**src/rtl/shared_reg_pkg.sv**
```systemverilog
// Shared types and limits for the round-robin shared-register arbiter.
// Pointer width is sized for the largest supported requester count.
package shared_reg_pkg;

    typedef enum logic [1:0] {
        S_IDLE,
        S_GRANT,
        S_ACK
    } state_t;

    localparam int MAX_REQ = 8;
    localparam int IDX_W   = $clog2(MAX_REQ);

endpackage

```
**src/rtl/rr_picker.sv**
```systemverilog
// Combinational rotating-priority picker: first set req at or after ptr.
// Candidates are ranked by their modular distance from ptr.
module rr_picker
    import shared_reg_pkg::*;
#(
    parameter int N_REQ = 4
) (
    input  logic [N_REQ-1:0] req,
    input  logic [IDX_W-1:0] ptr,
    output logic [N_REQ-1:0] winner_oh,
    output logic [IDX_W-1:0] winner_idx,
    output logic             any
);

    always_comb begin
        winner_oh  = '0;
        winner_idx = '0;
        any        = 1'b0;
        for (int off = 0; off < N_REQ; off++) begin
            for (int i = 0; i < N_REQ; i++) begin
                if (!any && req[i] &&
                    (((i - int'(ptr) + N_REQ) % N_REQ) == off)) begin
                    winner_oh[i] = 1'b1;
                    winner_idx   = IDX_W'(i);
                    any          = 1'b1;
                end
            end
        end
    end

endmodule

```
**src/rtl/shared_reg_arbiter.sv**
```systemverilog
// Round-robin arbiter sharing one WIDTH-bit register between N_REQ requesters.
// IDLE picks a winner, GRANT writes if the winner still requests, ACK pulses.
module shared_reg_arbiter
    import shared_reg_pkg::*;
#(
    parameter int WIDTH = 8,
    parameter int N_REQ = 4,
    parameter int CNT_W = 8
) (
    input  logic                   clk,
    input  logic                   reset,
    input  logic [N_REQ-1:0]       req,
    input  logic [N_REQ*WIDTH-1:0] wdata,
    output logic [N_REQ-1:0]       grant,
    output logic [N_REQ-1:0]       ack,
    output logic [WIDTH-1:0]       q,
    output logic                   q_valid,
    output logic                   busy,
    output logic [CNT_W-1:0]       wr_count
);

    state_t             state_q, state_d;
    logic [IDX_W-1:0]   ptr_q, ptr_d;
    logic [IDX_W-1:0]   win_q, win_d;
    logic [N_REQ-1:0]   grant_q, grant_d;
    logic [N_REQ-1:0]   ack_q, ack_d;
    logic [WIDTH-1:0]   q_q, q_d;
    logic               q_valid_q, q_valid_d;
    logic [CNT_W-1:0]   wr_count_q, wr_count_d;

    logic [N_REQ-1:0]   pick_oh;
    logic [IDX_W-1:0]   pick_idx;
    logic               pick_any;
    logic [N_REQ-1:0]   win_oh;
    logic               win_req;
    logic [WIDTH-1:0]   win_data;

    rr_picker #(
        .N_REQ (N_REQ)
    ) u_picker (
        .req        (req),
        .ptr        (ptr_q),
        .winner_oh  (pick_oh),
        .winner_idx (pick_idx),
        .any        (pick_any)
    );

    // Decode the latched winner without variable indexing
    always_comb begin
        win_oh   = '0;
        win_data = '0;
        for (int i = 0; i < N_REQ; i++) begin
            win_oh[i] = (win_q == IDX_W'(i));
            win_data  = win_data |
                        (wdata[i*WIDTH +: WIDTH] & {WIDTH{win_oh[i]}});
        end
        win_req = |(req & win_oh);
    end

    always_comb begin
        state_d    = state_q;
        ptr_d      = ptr_q;
        win_d      = win_q;
        grant_d    = grant_q;
        ack_d      = ack_q;
        q_d        = q_q;
        q_valid_d  = q_valid_q;
        wr_count_d = wr_count_q;
        unique case (state_q)
            S_IDLE: begin
                grant_d = '0;
                ack_d   = '0;
                if (pick_any) begin
                    grant_d = pick_oh;
                    win_d   = pick_idx;
                    state_d = S_GRANT;
                end
            end
            S_GRANT: begin
                grant_d = '0;
                if (win_req) begin
                    q_d        = win_data;
                    ack_d      = win_oh;
                    q_valid_d  = 1'b1;
                    wr_count_d = wr_count_q + CNT_W'(1);
                    ptr_d      = (win_q == IDX_W'(N_REQ - 1)) ?
                                 '0 : win_q + IDX_W'(1);
                    state_d    = S_ACK;
                end else begin
                    state_d = S_IDLE;
                end
            end
            S_ACK: begin
                ack_d   = '0;
                state_d = S_IDLE;
            end
            default: begin
                grant_d = '0;
                ack_d   = '0;
                state_d = S_IDLE;
            end
        endcase
    end

    always_ff @(posedge clk) begin
        if (!reset) begin
            state_q    <= S_IDLE;
            ptr_q      <= '0;
            win_q      <= '0;
            grant_q    <= '0;
            ack_q      <= '0;
            q_q        <= '0;
            q_valid_q  <= 1'b0;
            wr_count_q <= '0;
        end else begin
            state_q    <= state_d;
            ptr_q      <= ptr_d;
            win_q      <= win_d;
            grant_q    <= grant_d;
            ack_q      <= ack_d;
            q_q        <= q_d;
            q_valid_q  <= q_valid_d;
            wr_count_q <= wr_count_d;
        end
    end

    assign grant    = grant_q;
    assign ack      = ack_q;
    assign q        = q_q;
    assign q_valid  = q_valid_q;
    assign busy     = (state_q != S_IDLE);
    assign wr_count = wr_count_q;

endmodule

```
**config.mk**
```make
export PLATFORM = sky130hd
export DESIGN_NAME = shared_reg_arbiter
export DESIGN_NICKNAME = d
export VERILOG_FILES = /design/src/rtl/shared_reg_pkg.sv /design/src/rtl/rr_picker.sv /design/src/rtl/shared_reg_arbiter.sv
export SDC_FILE = /design/constraint.sdc
export NUM_CORES = 1
export LEC_CHECK = 0
export ABC_AREA = 0
export CAP_MARGIN = 0
export CORE_MARGIN = 4
export CORE_UTILIZATION = 43
export CTS_CLUSTER_SIZE = 30
export DETAILED_ROUTE_END_ITERATION = 8
export PLACE_DENSITY = 0.82
export SLEW_MARGIN = 20
export SYNTH_ARGS = -nofsm -noshare
export SYNTH_HDL_FRONTEND = slang
export SYNTH_SLANG_ARGS = --single-unit
```
**constraint.sdc**
```tcl
create_clock -name clk -period 2.41 [get_ports clk]
set_input_delay 0.241 -clock clk [delete_from_list [all_inputs] [get_ports clk]]
set_output_delay 0.241 -clock clk [all_outputs]
set_load 0.05 [all_outputs]
```
==> impl_metrics.yaml, run 1 <==
synthesis:
  syn-num-nets: 219
  synth_top_area_share_pct: 39.71
  synth_top_family_by_area: "compound AO/OA/AOI/OAI gates"
  synthArstFlopShare_pct: 0
  synth_largest_area_cell: "dfxtp_1"
  synth_compound_area_share_pct: 29.22
  ys.flop_type: "dfxtp_1"
  muxShareOfSynthArea_pct: 2.562
  yosysMostFrequentCell: "dfxtp_1"
  synth-seq-cells: 31
  synth_cell_types: 33
  synth_xor_area_share_pct: 2.802
  synth_simple_gate_area_share_pct: 16.57
  ys_warn_count: 0
  ys_seq_area_share_pct: 39.71
  avgSynthCellArea_sq_um: 8.879
  synthTopCellsByCount: "31 x dfxtp_1, 16 x a22oi_1, 15 x nand3_1, 13 x a21oi_1, 12 x nand2_1"
  synthTopCellsByArea: "dfxtp_1 40%, a22oi_1 7.7%, o211a_1 5.1%, nand3_1 4.8%, a21oi_1 4.2%"
  synth_enable_flop_cells: 0
  synthAdderAreaFrac_pct: 4.003
  syn-cell-area_sq_um: 1563
  syn_inst: 176
final_layout:
  finalNetCount: 290
  multiInputGateArea_sq_um: 862.1
  finalNonFillerCells: 293
  drive_gt1_share_pct: 9.717
  antenna_cells: 0
  seq_area_sq_um: 620.6
  area_growth_syn_to_layout_pct: 50.68
  fillers: 302
sta:
  max_freq_ghz: 0.4844
  tightestPinTransition_ns: 0.5957
  final.period_utilization_pct: 85.66
  worst_hold_slack_ns: 0.4657
  rsz0062_at_grt: "false"
  fin_ws_ns: 0.3457
  setup_tns_ns: 0
  drv_slew: 0
  slew_headroom_pct: 59.26
  finalSetupViolCount: 0
  fin_crit_ns: 2.064
  clock_skew_ns: 0.006014
  finalHoldViolCount: 0
clocking:
  clockRootBuffer: "clkbuf_4"
  cts_buffers: 5
  cts_tree: "done"
  clockBufferDepth: 2
  ctsHoldBuffers: 0
  clk_pin_slew_ns: 0.10
  postCtsSetupRepairBufs: 0
  cts_sinks: 31
  post_cts_resized: 0
  clock_latency_ns: 0.33
  h-tree-depth: 2
detailed_routing:
  drcViolationCount: 0
  drt_wl_total_mm: 4.444
  drt_iter0_markers: 163
  ant_nets: 0
  first_pass_iters: 4
  viasPerCell: 5.505
  vias: 1613
  wire_per_inst_microns: 15.17
floorplanning:
  rows: 21
  die_w_microns: 68.29
  initial_utilization_pct: 45.75
  ios: 64
  die-area_sq_um: 4663
  die_y_microns: 68.29
  core_sq_um: 3416
placement:
  dp.cells: 286
  hpwl_mm: 3.404
  post-place-ws_ns: 0.2512
  gp_congestion: 0.8001
  port-buffer-count: 63
power:
  power_per_cell_area_nw_per_um2: 578.2
  total_power_w: 0.001362
  max-vdd-ir-drop_v: 0.0003991
  p_sw_share_pct: 34.60
  p_int_w: 0.0008905
  combPwrFrac_pct: 34.1
  p_sw_w: 0.0004711
  p_seq_share_pct: 42.6
  power_frac_clock_pct: 23.3
  p_leak_nw: 1.003
critical_path:
  critPathKind: "reg2reg"
  worstPathArrival_ns: 2.29
  required_ns: 2.64
  worstPathMaxFanout: 13
  cp-end-kind: "register"
  worstSetupStartpointType: "register"
grt:
  grt_max_degree: 16
  grt-ovfl-total: 0
  grt_pass1_wl_mm: 6.651
  antenna_found_initial: 0
  track_usage_pct: 19.61
  grt_pass1_vias: 1459
job:
  drv_cap: 0
min_path:
  hold_class: "reg2reg"
run_status:
  status: "completed"
[cell usage in the layout (no fill, tap or decap), types with 2 or more instances in the layout]
cell type,n
a2111oi_0,2
a211oi_1,2
a21oi_1,13
a22o_1,4
a22oi_1,16
and2_1,6
buf_4,14
clkbuf_4,5
clkdlybuf4s50_1,63
dfxtp_1,31
ha_1,5
inv_1,6
mux2i_1,4
nand2_1,12
nand2b_1,4
nand3_1,15
nor2_1,3
nor2b_1,5
o211a_1,8
o21a_1,3
o21ai_0,7
o221a_2,2
xor2_1,5
[cell families (layout without fill, tap and decap cells)]
kind of cell               Yosys count  in the layout
AOI/OAI and AO/OA                   62             62
xor gates and xnor gates             5              5
adders and majority gates            5              5
buffers and inverters               19             90
DFF                                 31             31
muxes                                4              4
and+or+nand+nor                     50             50
[critical path, stage by stage, from the launching register on]
cell	delay (ns)
dfxtp_1	0.37
inv_1	0.10
ha_1	0.17
a222oi_1	0.09
buf_4	0.19
a2111oi_0	0.60
buf_4	0.22
nand3_1	0.09
mux2i_1	0.13
[metrics by stage]
stage / utilization, % / instance area (sq um)
2_1_floorplan: - / 1563
3_3_place_gp: 67.29 / 2298
3_5_place_dp: 67.29 / 2298
4_1_cts: 68.94 / 2355
5_1_grt: 68.94 / 2355
6_report: 68.94 / 2355
[path summary, 6_finish.rpt]
kind	start	to	slack [ns]	cells past startpoint
worst max register to register	win_q[0]	wr_count[7]	0.35	8
worst min-delay path	ack[3]	ack[3]	0.47	2
worst min register to register	ack[3]	ack[3]	0.47	2
worst max-delay path	win_q[0]	wr_count[7]	0.35	8
[power groups by stage]
stage | Combinational [W] | Sequential, W | Clock [W]
4_1_cts | 0.000469 | 0.000580 | 0.000319
6_report | 0.000464 | 0.000581 | 0.000317
3_3_place_gp | 0.000460 | 0.000591 | 0
3_5_place_dp | 0.000467 | 0.000592 | 0
2_1_floorplan | 0.000190 | 0.000677 | 0
5_1_grt | 0.000501 | 0.000585 | 0.000344
[routing by layer]
| layer | wire length [microns] | GRT usage (%) | share of wire (%) | vias to the layer above |
|---|---|---|---|---|
| met2 | 2217 | 31.89 | 50 | 38 |
| li1 | - | - | - | 793 |
| met1 | 1956 | 23.51 | 44 | 773 |
| met3 | 166 | 5.583 | 3.7 | 9 |
| met5 | 0 | 0 | 0 | - |
| met4 | 104 | 9.677 | 2.3 | 0 |
[cell type report]
class                      instances  area share, %
tap                               46          2.444
clock inverter                     1         0.2125
multi-input combinational        126          36.61
inverter                           6         0.9564
timing repair buffer              77          31.24
clock buffer                       6          2.179
sequential                        31          26.35
[registers in the layout (all words and copies together) (netlist names)]
signal    cells
q_valid       1
state_q       2
win_q         2
wr_count      8
ptr_q         2
q             8
grant         4
ack           4
Power figures use the tool's default switching activity.
==> inputs of run 2 (changes only) <==
- CORE_UTILIZATION: 43 -> 38
- PLACE_DENSITY: 0.82 -> 0.77
- SKIP_CTS_REPAIR_TIMING: default -> 1
- clock period: 2.41 -> 1.7 ns (I/O delays scaled with it)
==> impl_metrics.yaml, run 2 (synthesis gave the netlist of run 1 again) <==
run_status:
  status: "finished, violations left"
  violations: "negative setup slack"
clocking:
  cts_tree: "done"
  clockBufferDepth: 2
  cts_buffers: 5
  clock_latency_ns: 0.28
  cts_sinks: 31
  clockRootBuffer: "clkbuf_8"
  h-tree-depth: 2
  clk_pin_slew_ns: 0.06
power:
  max-vdd-ir-drop_v: 0.0005053
  p_leak_nw: 1.106
  total_power_w: 0.002289
  power_per_cell_area_nw_per_um2: 909.4
sta:
  slew_headroom_pct: 65.30
  fin_ws_ns: -0.03859
  finalHoldViolCount: 0
  fin_crit_ns: 1.739
  finalSetupViolCount: 11
  max_freq_ghz: 0.5752
  drv_slew: 0
  clock_skew_ns: 0.004270
  tightestPinTransition_ns: 0.5189
  final.period_utilization_pct: 102.3
  rsz0062_at_grt: "true"
placement:
  gp_congestion: 0.7602
  post-place-ws_ns: -0.1996
  hpwl_mm: 3.390
  dp.cells: 298
  place_area_sq_um: 2371
  port-buffer-count: 63
detailed_routing:
  vias: 1640
  ant_nets: 0
  wire_per_inst_microns: 14.40
  drt_iter0_markers: 136
  drcViolationCount: 0
  first_pass_iters: 4
  viasPerCell: 5.359
  drt_wl_total_mm: 4.405
grt:
  grt_max_degree: 20
  antenna_found_initial: 0
  grt_pass1_vias: 1550
  grt-ovfl-total: 0
  grt_pass1_wl_mm: 6.796
  track_usage_pct: 16.36
final_layout:
  drive_gt1_share_pct: 24.61
  final_cell_area_sq_um: 2517
  finalNonFillerCells: 306
  final_common_cell: "clkdlybuf4s50_1"
  finalNetCount: 298
  antenna_cells: 0
  fillers: 370
  multiInputGateArea_sq_um: 915.9
  seq_area_sq_um: 626.9
  mostFrequentLayoutCells: "47 x clkdlybuf4s50_1, 36 x buf_4, 28 x dfxtp_1"
  area_growth_syn_to_layout_pct: 61.09
floorplanning:
  initial_utilization_pct: 39.07
  ios: 64
  die_y_microns: 72.13
  rows: 23
  die_w_microns: 72.13
  core_sq_um: 4000
  die-area_sq_um: 5203
critical_path:
  cp-end-kind: "register"
  worstPathArrival_ns: 1.91
  worstSetupStartpointType: "register"
  worstPathMaxFanout: 19
  required_ns: 1.87
  critPathKind: "reg2reg"
min_path:
  hold_class: "reg2reg"
job:
  drv_cap: 0
==> run 2: changes by cell type in the layout (fill, tap and decap cells not counted), sizes merged <==
| cell | before | now |
|---|---|---|
| buf | 14 | 38 |
| clkdlybuf4s50 | 63 | 47 |
| bufinv | 0 | 1 |
==> run 2: power breakdown <==
part,switching [W],internal (W),total (W)
sequential,0.0000426,0.000783,0.000825
combinational,0.000396,0.000331,0.000727
clock,0.000263,0.000473,0.000737
==> run 2: path summary, 6_finish.rpt <==
check / startpoint / end / slack [ns] / cells past startpoint
worst max register to register: win_q[0] / q[6] / -0.04 / 8
worst min-delay path: q_valid / q_valid / 0.47 / 1
worst min register to register: q_valid / q_valid / 0.47 / 1
worst max-delay path: win_q[0] / q[6] / -0.04 / 8
==> run 2: per-layer routing <==
| layer | share of wire, % | vias to the layer above | track usage (%) |
|---|---|---|---|
| met2 | 48 | 47 | 26.19 |
| li1 | - | 807 | - |
| met5 | 0 | - | 0 |
| met4 | 3.0 | 0 | 10.65 |
| met1 | 43 | 772 | 19.80 |
| met3 | 5.5 | 14 | 3.324 |
==> run 2: critical path: stages, from the launching register on <==
cell and delay [ns]:
dfxtp_2 0.35, inv_2 0.05, ha_4 0.15, a222oi_1 0.32
buf_4 0.21, buf_6 0.12, a21oi_4 0.07, buf_12 0.15
o211a_1 0.20
==> run 2: area by class of cell <==
| type | instances | area share, % |
|---|---|---|
| Timing Repair Buffer | 85 | 30.67 |
| Tap cell | 50 | 2.485 |
| Clock buffer | 6 | 3.280 |
| Sequential cell | 31 | 24.90 |
| Multi-Input combinational cell | 126 | 36.38 |
| Inverter | 6 | 0.8946 |
| Clock inverter | 2 | 1.392 |
==> run 2: metrics by stage <==
stage | hold slack [ns] | util [%] | TNS, ns
floorplan | 0.3224 | - | -2.358
global placement | 0.4498 | 59.27 | -1.149
detailed placement | 0.4558 | 59.27 | -1.799
CTS | 0.4716 | 62.21 | -0.9184
global route | 0.4829 | 62.93 | -1.922
finish | 0.4667 | 62.93 | -0.2999
